**src/rtl/lcd_bus_arbiter_if.sv**
```systemverilog
// Requester-side handshake and LCD pin bundle for lcd_bus_arbiter.
// The arbiter uses the slave modport; requesters and the LCD side see the master view.
interface lcd_bus_arbiter_if #(
    parameter int NUM_REQ = 2
);
    logic [NUM_REQ-1:0]   req;
    logic [NUM_REQ-1:0]   rs_in;
    logic [8*NUM_REQ-1:0] data_in;
    logic [NUM_REQ-1:0]   gnt;
    logic [NUM_REQ-1:0]   ack;
    logic                 busy;
    logic [7:0]           LCD_DATA;
    logic                 LCD_RS;
    logic                 LCD_EN;
    logic                 LCD_RW;

    modport master (
        output req, rs_in, data_in,
        input  gnt, ack, busy, LCD_DATA, LCD_RS, LCD_EN, LCD_RW
    );

    modport slave (
        input  req, rs_in, data_in,
        output gnt, ack, busy, LCD_DATA, LCD_RS, LCD_EN, LCD_RW
    );
endinterface

```
**src/rtl/lcd_bus_arbiter.sv**
```systemverilog
// Shares one HD44780 write bus between NUM_REQ requesters and runs the full write cycle.
// Define LCD_ARB_FIXED_PRIO_EN for fixed lowest-index-wins priority instead of round-robin.
module lcd_bus_arbiter #(
    parameter int NUM_REQ   = 2,
    parameter int SETUP_CYC = 2,
    parameter int EN_CYC    = 25,
    parameter int HOLD_CYC  = 2,
    parameter int DATA_WAIT = 2000,
    parameter int CMD_WAIT  = 82000
) (
    input logic              CLOCK_50,
    input logic              reset,
    lcd_bus_arbiter_if.slave bus
);
    localparam int MAXW = (CMD_WAIT > DATA_WAIT) ? CMD_WAIT : DATA_WAIT;
    localparam int CW   = ($clog2(MAXW + 1) > 17) ? $clog2(MAXW + 1) : 17;
    localparam int PW   = $clog2(NUM_REQ);

    localparam logic [2:0] IDLE   = 3'd0;
    localparam logic [2:0] SETUP  = 3'd1;
    localparam logic [2:0] ENABLE = 3'd2;
    localparam logic [2:0] HOLD   = 3'd3;
    localparam logic [2:0] WAIT   = 3'd4;
    localparam logic [2:0] DONE   = 3'd5;

    logic [2:0]         state;
    logic [CW-1:0]      cnt;
    logic [PW-1:0]      owner;
    logic [PW-1:0]      ptr;
    logic [NUM_REQ-1:0] gnt_r;
    logic [NUM_REQ-1:0] ack_r;
    logic               en_r;
    logic               rs_l;
    logic [7:0]         data_l;

    logic               any_req;
    logic [PW-1:0]      win;
    int                 idx;
    logic               long_cmd;

    // Scan from the far end so the last hit is the first requester at/after ptr.
    always_comb begin
        any_req = 1'b0;
        win     = '0;
        idx     = 0;
        for (int k = NUM_REQ - 1; k >= 0; k--) begin
            idx = int'(ptr) + k;
            if (idx >= NUM_REQ) idx = idx - NUM_REQ;
            if (bus.req[idx]) begin
                any_req = 1'b1;
                win     = PW'(idx);
            end
        end
    end

    // Clear display and return home need the long execution wait.
    assign long_cmd = !rs_l && (data_l[7:2] == 6'd0);

    always_ff @(posedge CLOCK_50) begin
        if (reset) begin
            state  <= IDLE;
            cnt    <= '0;
            owner  <= '0;
            ptr    <= '0;
            gnt_r  <= '0;
            ack_r  <= '0;
            en_r   <= 1'b0;
            rs_l   <= 1'b0;
            data_l <= 8'h00;
        end else begin
            ack_r <= '0;
            case (state)
                IDLE: if (any_req) begin
                    state  <= SETUP;
                    cnt    <= CW'(SETUP_CYC - 1);
                    owner  <= win;
                    gnt_r  <= NUM_REQ'(1) << win;
                    rs_l   <= bus.rs_in[win];
                    data_l <= bus.data_in[win*8 +: 8];
                end
                SETUP: if (cnt == '0) begin
                    state <= ENABLE;
                    cnt   <= CW'(EN_CYC - 1);
                    en_r  <= 1'b1;
                end else cnt <= cnt - 1'b1;
                ENABLE: if (cnt == '0) begin
                    state <= HOLD;
                    cnt   <= CW'(HOLD_CYC - 1);
                    en_r  <= 1'b0;
                end else cnt <= cnt - 1'b1;
                HOLD: if (cnt == '0) begin
                    state <= WAIT;
                    cnt   <= long_cmd ? CW'(CMD_WAIT - 1) : CW'(DATA_WAIT - 1);
                end else cnt <= cnt - 1'b1;
                WAIT: if (cnt == '0) begin
                    state <= DONE;
                    ack_r <= NUM_REQ'(1) << owner;
                end else cnt <= cnt - 1'b1;
                DONE: begin
                    state <= IDLE;
                    gnt_r <= '0;
`ifdef LCD_ARB_FIXED_PRIO_EN
                    ptr   <= '0;
`else
                    ptr   <= (int'(owner) == NUM_REQ - 1) ? '0 : owner + 1'b1;
`endif
                end
                default: state <= IDLE;
            endcase
        end
    end

    assign bus.gnt      = gnt_r;
    assign bus.ack      = ack_r;
    assign bus.busy     = (state != IDLE);
    assign bus.LCD_EN   = en_r;
    assign bus.LCD_RS   = rs_l;
    assign bus.LCD_DATA = data_l;
    assign bus.LCD_RW   = 1'b0;
endmodule
```
**src/flat_wrapper.sv**
```systemverilog
// flat-port wrapper written by rule: the top's interface ports become plain ports
module lcd_bus_arbiter_flat 
#(
    parameter int NUM_REQ   = 2,
    parameter int SETUP_CYC = 2,
    parameter int EN_CYC    = 25,
    parameter int HOLD_CYC  = 2,
    parameter int DATA_WAIT = 2000,
    parameter int CMD_WAIT  = 82000
)
  (CLOCK_50, reset, bus_req, bus_rs_in, bus_data_in, bus_gnt, bus_ack, bus_busy, bus_LCD_DATA, bus_LCD_RS, bus_LCD_EN, bus_LCD_RW);
  lcd_bus_arbiter_if #(.NUM_REQ(NUM_REQ)) bus_i ();
  input logic CLOCK_50;
  input logic reset;
  input wire logic [$bits(bus_i.req)-1:0] bus_req;
  input wire logic [$bits(bus_i.rs_in)-1:0] bus_rs_in;
  input wire logic [$bits(bus_i.data_in)-1:0] bus_data_in;
  output wire logic [$bits(bus_i.gnt)-1:0] bus_gnt;
  output wire logic [$bits(bus_i.ack)-1:0] bus_ack;
  output wire logic [$bits(bus_i.busy)-1:0] bus_busy;
  output wire logic [$bits(bus_i.LCD_DATA)-1:0] bus_LCD_DATA;
  output wire logic [$bits(bus_i.LCD_RS)-1:0] bus_LCD_RS;
  output wire logic [$bits(bus_i.LCD_EN)-1:0] bus_LCD_EN;
  output wire logic [$bits(bus_i.LCD_RW)-1:0] bus_LCD_RW;
  assign bus_i.req = bus_req;
  assign bus_i.rs_in = bus_rs_in;
  assign bus_i.data_in = bus_data_in;
  assign bus_gnt = bus_i.gnt;
  assign bus_ack = bus_i.ack;
  assign bus_busy = bus_i.busy;
  assign bus_LCD_DATA = bus_i.LCD_DATA;
  assign bus_LCD_RS = bus_i.LCD_RS;
  assign bus_LCD_EN = bus_i.LCD_EN;
  assign bus_LCD_RW = bus_i.LCD_RW;
  lcd_bus_arbiter #(.NUM_REQ(NUM_REQ), .SETUP_CYC(SETUP_CYC), .EN_CYC(EN_CYC), .HOLD_CYC(HOLD_CYC), .DATA_WAIT(DATA_WAIT), .CMD_WAIT(CMD_WAIT)) u_core (.CLOCK_50(CLOCK_50), .reset(reset), .bus(bus_i));
endmodule
```
**config.mk**
```make
export PLATFORM = sky130hd
export DESIGN_NAME = lcd_bus_arbiter_flat
export DESIGN_NICKNAME = d
export VERILOG_FILES = /design/src/rtl/lcd_bus_arbiter_if.sv /design/src/rtl/lcd_bus_arbiter.sv /design/src/flat_wrapper.sv
export SDC_FILE = /design/constraint.sdc
export NUM_CORES = 1
export LEC_CHECK = 0
export ABC_AREA = 0
export CAP_MARGIN = 20
export CORE_MARGIN = 5
export CORE_UTILIZATION = 45
export CTS_BUF_LIST = sky130_fd_sc_hd__clkbuf_8
export CTS_CLUSTER_SIZE = 12
export DETAILED_ROUTE_END_ITERATION = 8
export PLACE_DENSITY = 0.71
export RECOVER_POWER = 25
export SLEW_MARGIN = 10
export SYNTH_ARGS = -nofsm -noshare
export SYNTH_HDL_FRONTEND = slang
export SYNTH_SLANG_ARGS = --single-unit
export TNS_END_PERCENT = 30
```
**constraint.sdc**
```tcl
create_clock -name CLOCK_50 -period 5.8 [get_ports CLOCK_50]
set_clock_uncertainty 0.1 [all_clocks]
set_input_delay 0.87 -clock CLOCK_50 [delete_from_list [all_inputs] [get_ports CLOCK_50]]
set_output_delay 0.87 -clock CLOCK_50 [all_outputs]
set_load 0.01 [all_outputs]
```
==> results.cfg <==
[synthesis]
synth_edf_count = 0
synth_area_um2 = 1999
synth_top_area_share_pct = 36.05
synth.distinct_cells = 57
synthFlopType = dfxtp_1
postSynth.asyncResetShare_pct = 0
synthTopCellsByCount = dfxtp_1, nor2_1, a21oi_1
synth_most_common_cell = dfxtp_1
synth_area_leaders = dfxtp_1, nor2_1, a21oi_1
ys_seq_area_share_pct = 36.05
synth.largest_area_cell = dfxtp_1
synth_nets = 270
yosysWarnings = 0
ys_ff_latch = 36
synthCells = 246
synth.avg_cell_area_um2 = 8.128

[placed_design]
dp_slack_ns = 2.832
io_buffers = 36
dp_hpwl_um = 3352
routabilityCongestion = 0.8345

[power]
seqPwrFrac_pct = 29.0
peakVddDrop_mv = 0.2612
power_frac_clock_pct = 11.6
combPwrFrac_pct = 59.4
leakage_uw = 0.0009691
p_sw_uw = 749.5
internal-power_uw = 808.2
switching_share_pct = 48.12
power.density_nw_per_um2 = 632.3

[clocking]
post_cts_buffers = 0
cts_buffers = 5
clk_pin_slew_worst_paths_ns = 0.07
clk_latency_ns = 0.29
tritoncts = done
htreeDepth = 2
clk_path_buf_depth = 2
cts-root-buf = clkbuf_8
ctsResizeCount = 0
hold_buffers = 0
cts_sinks = 36

[timing]
hold_viol = 0
post-route-worst-setup-slack_ns = 2.340
fmax_mhz = 289.0
finalMaxSlewViolations = 0
setup_violations = 0
setup_tns_ns = 0
min_period_ns = 3.460
tightest_slew_ns = 1.409
slew_headroom_pct = 6.046
finalCritPeriodShare_pct = 59.66
rsz0062_at_grt = no

[final_layout]
syn_to_final_growth_pct = 23.22
antenna_cells = 0
fin_util_pct = 56.97
final_nets = 301
layout-drive-gt1-share_pct = 7.554

[floorplan]
core_area_um2 = 4324
start_util_pct = 46.24
die-area_um2 = 5876
num_io_pins = 38
die_y_um = 76.66
row_count = 24
die_w_um = 76.66

[setup_path]
cp_max_fo = 30
slowest_stage = clkbuf_1
cp-end-kind = flop
critPathArrivalTime_ns = 3.54
start_kind = input port
cp_num_buf_inv = 2
critPathRequiredTime_ns = 5.88
path_class = input port to flop
cp_top_family = buffers and inverters
max_stage_delay_ns = 1.02
crit_chain = dlygate4sd3_1 > clkbuf_1 > nor4_1 > o21ai_0 > o41ai_1 > a21o_1 > a22o_1

[hold_path]
hold_class = flop to flop

[status]
outcome = completed

[route]
antenna_left = 0
num_vias = 1882
first_iter_violations = 130
dr.pass1.iters = 4
avgViaCountPerCell = 5.703
drc = 0
routedWlPerCell_um = 14.16
totalWireLength_um = 4673

[global_route]
grt_usage_pct = 16.72
grt_pass1_wl_um = 8273
grt_max_degree = 31
antenna_found_initial = 0
grt-ovfl-total = 0
grt_pass1_vias = 1786

[flow_run]
maxCapViolCount = 0
==> cell type report <==
class | count | area [um^2]
clock inverters | 2 | 7.507
inverters | 9 | 33.78
multi-input cells | 186 | 1175
well taps | 52 | 65.06
flip-flops and latches | 36 | 720.7
repair buffers | 39 | 379.1
fillers | 433 | 1861
clock buffers | 6 | 82.58
==> metal layers <==
layer  global-route usage, %  vias up  routed length (um)
met3                   6.206        6                 354
met4                   5.245        0                  53
met5                       0        -                   0
met1                   22.44      861                2211
li1                        -      960                   -
met2                   24.83       55                2054
==> tightest hold or removal path: cells and delay by family (launching register included) <==
| kind | cells | cell delay, ns |
|---|---|---|
| DFF | 1 | 0.31 |
| AOI/OAI and AO/OA | 2 | 0.13 |
==> worst paths after layout <==
path,startpoint,end,slack [ns],cells after the start
worst min register to register,u_core.bus.LCD_EN$_SDFFE_PP0P_,u_core.bus.LCD_EN$_SDFFE_PP0P_,0.39,2
worst max register to register,u_core.cnt[0]$_SDFFE_PP0P_,u_core.cnt[8]$_SDFFE_PP0P_,3.24,7
worst max-delay path,reset,u_core.cnt[14]$_SDFFE_PP0P_,2.34,7
worst min-delay path,u_core.bus.LCD_EN$_SDFFE_PP0P_,u_core.bus.LCD_EN$_SDFFE_PP0P_,0.39,2
==> registers in the layout, summed over array words and instances, names as in the netlist <==
register             count
u_core.cnt              17
u_core.bus.LCD_DATA      8
u_core.state             3
u_core.bus.ack           2
u_core.bus.gnt           2
u_core.bus.LCD_EN        1
u_core.bus.LCD_RS        1
u_core.owner             1
u_core.ptr               1
==> power groups by stage <==
| stage | sequential [uW] | combinational, uW | clock [uW] |
|---|---|---|---|
| CTS | 450 | 923 | 186 |
| floorplan | 424 | 738 | 0 |
| detailed placement | 455 | 914 | 0 |
| global route | 469 | 1040 | 198 |
| finish | 452 | 925 | 181 |
| global placement | 453 | 903 | 0 |
==> logic make-up (layout without fill, tap and decap cells) <==
kind of cell,after synthesis,in the layout,share of synthesized area [%]
and+or+nand+nor,97,97,27.41
AOI/OAI and AO/OA,72,72,23.16
DFF,36,36,36.04
buffers and inverters,24,56,5.194
muxes,9,9,4.506
xor gates and xnor gates,4,4,1.753
adders and majority gates,3,3,1.752
other,1,1,0.1876
==> cells in the final DEF, fill, tap and decap left out, types with 2 or more instances in the layout <==
master	count
or3_1	3
inv_1	10
buf_4	2
a21oi_1	19
nor4_1	4
xnor2_1	2
o41ai_1	2
and3_1	2
nor2b_1	2
ha_1	2
nor3_2	2
mux2i_1	9
clkbuf_8	6
xor2_1	2
dlygate4sd3_1	5
or4_1	4
o21ai_0	7
o21ai_1	15
nand3_1	4
nor2_1	32
nand2_1	16
a211oi_1	12
dfxtp_1	36
clkdlybuf4s50_1	31
nand2b_1	3
nor3_1	14
==> metrics by stage <==
stage	power (uW)	hold WS [ns]	area (um^2)	instances
5_1_grt	1707	0.4128	2464	330
2_1_floorplan	1161	0.3220	1999	246
3_5_place_dp	1369	0.3738	2370	321
3_3_place_gp	1356	0.3490	2370	321
6_report	1558	0.3872	2464	330
4_1_cts	1560	0.3926	2460	329
No activity file was read; power rests on OpenSTA's default activity.
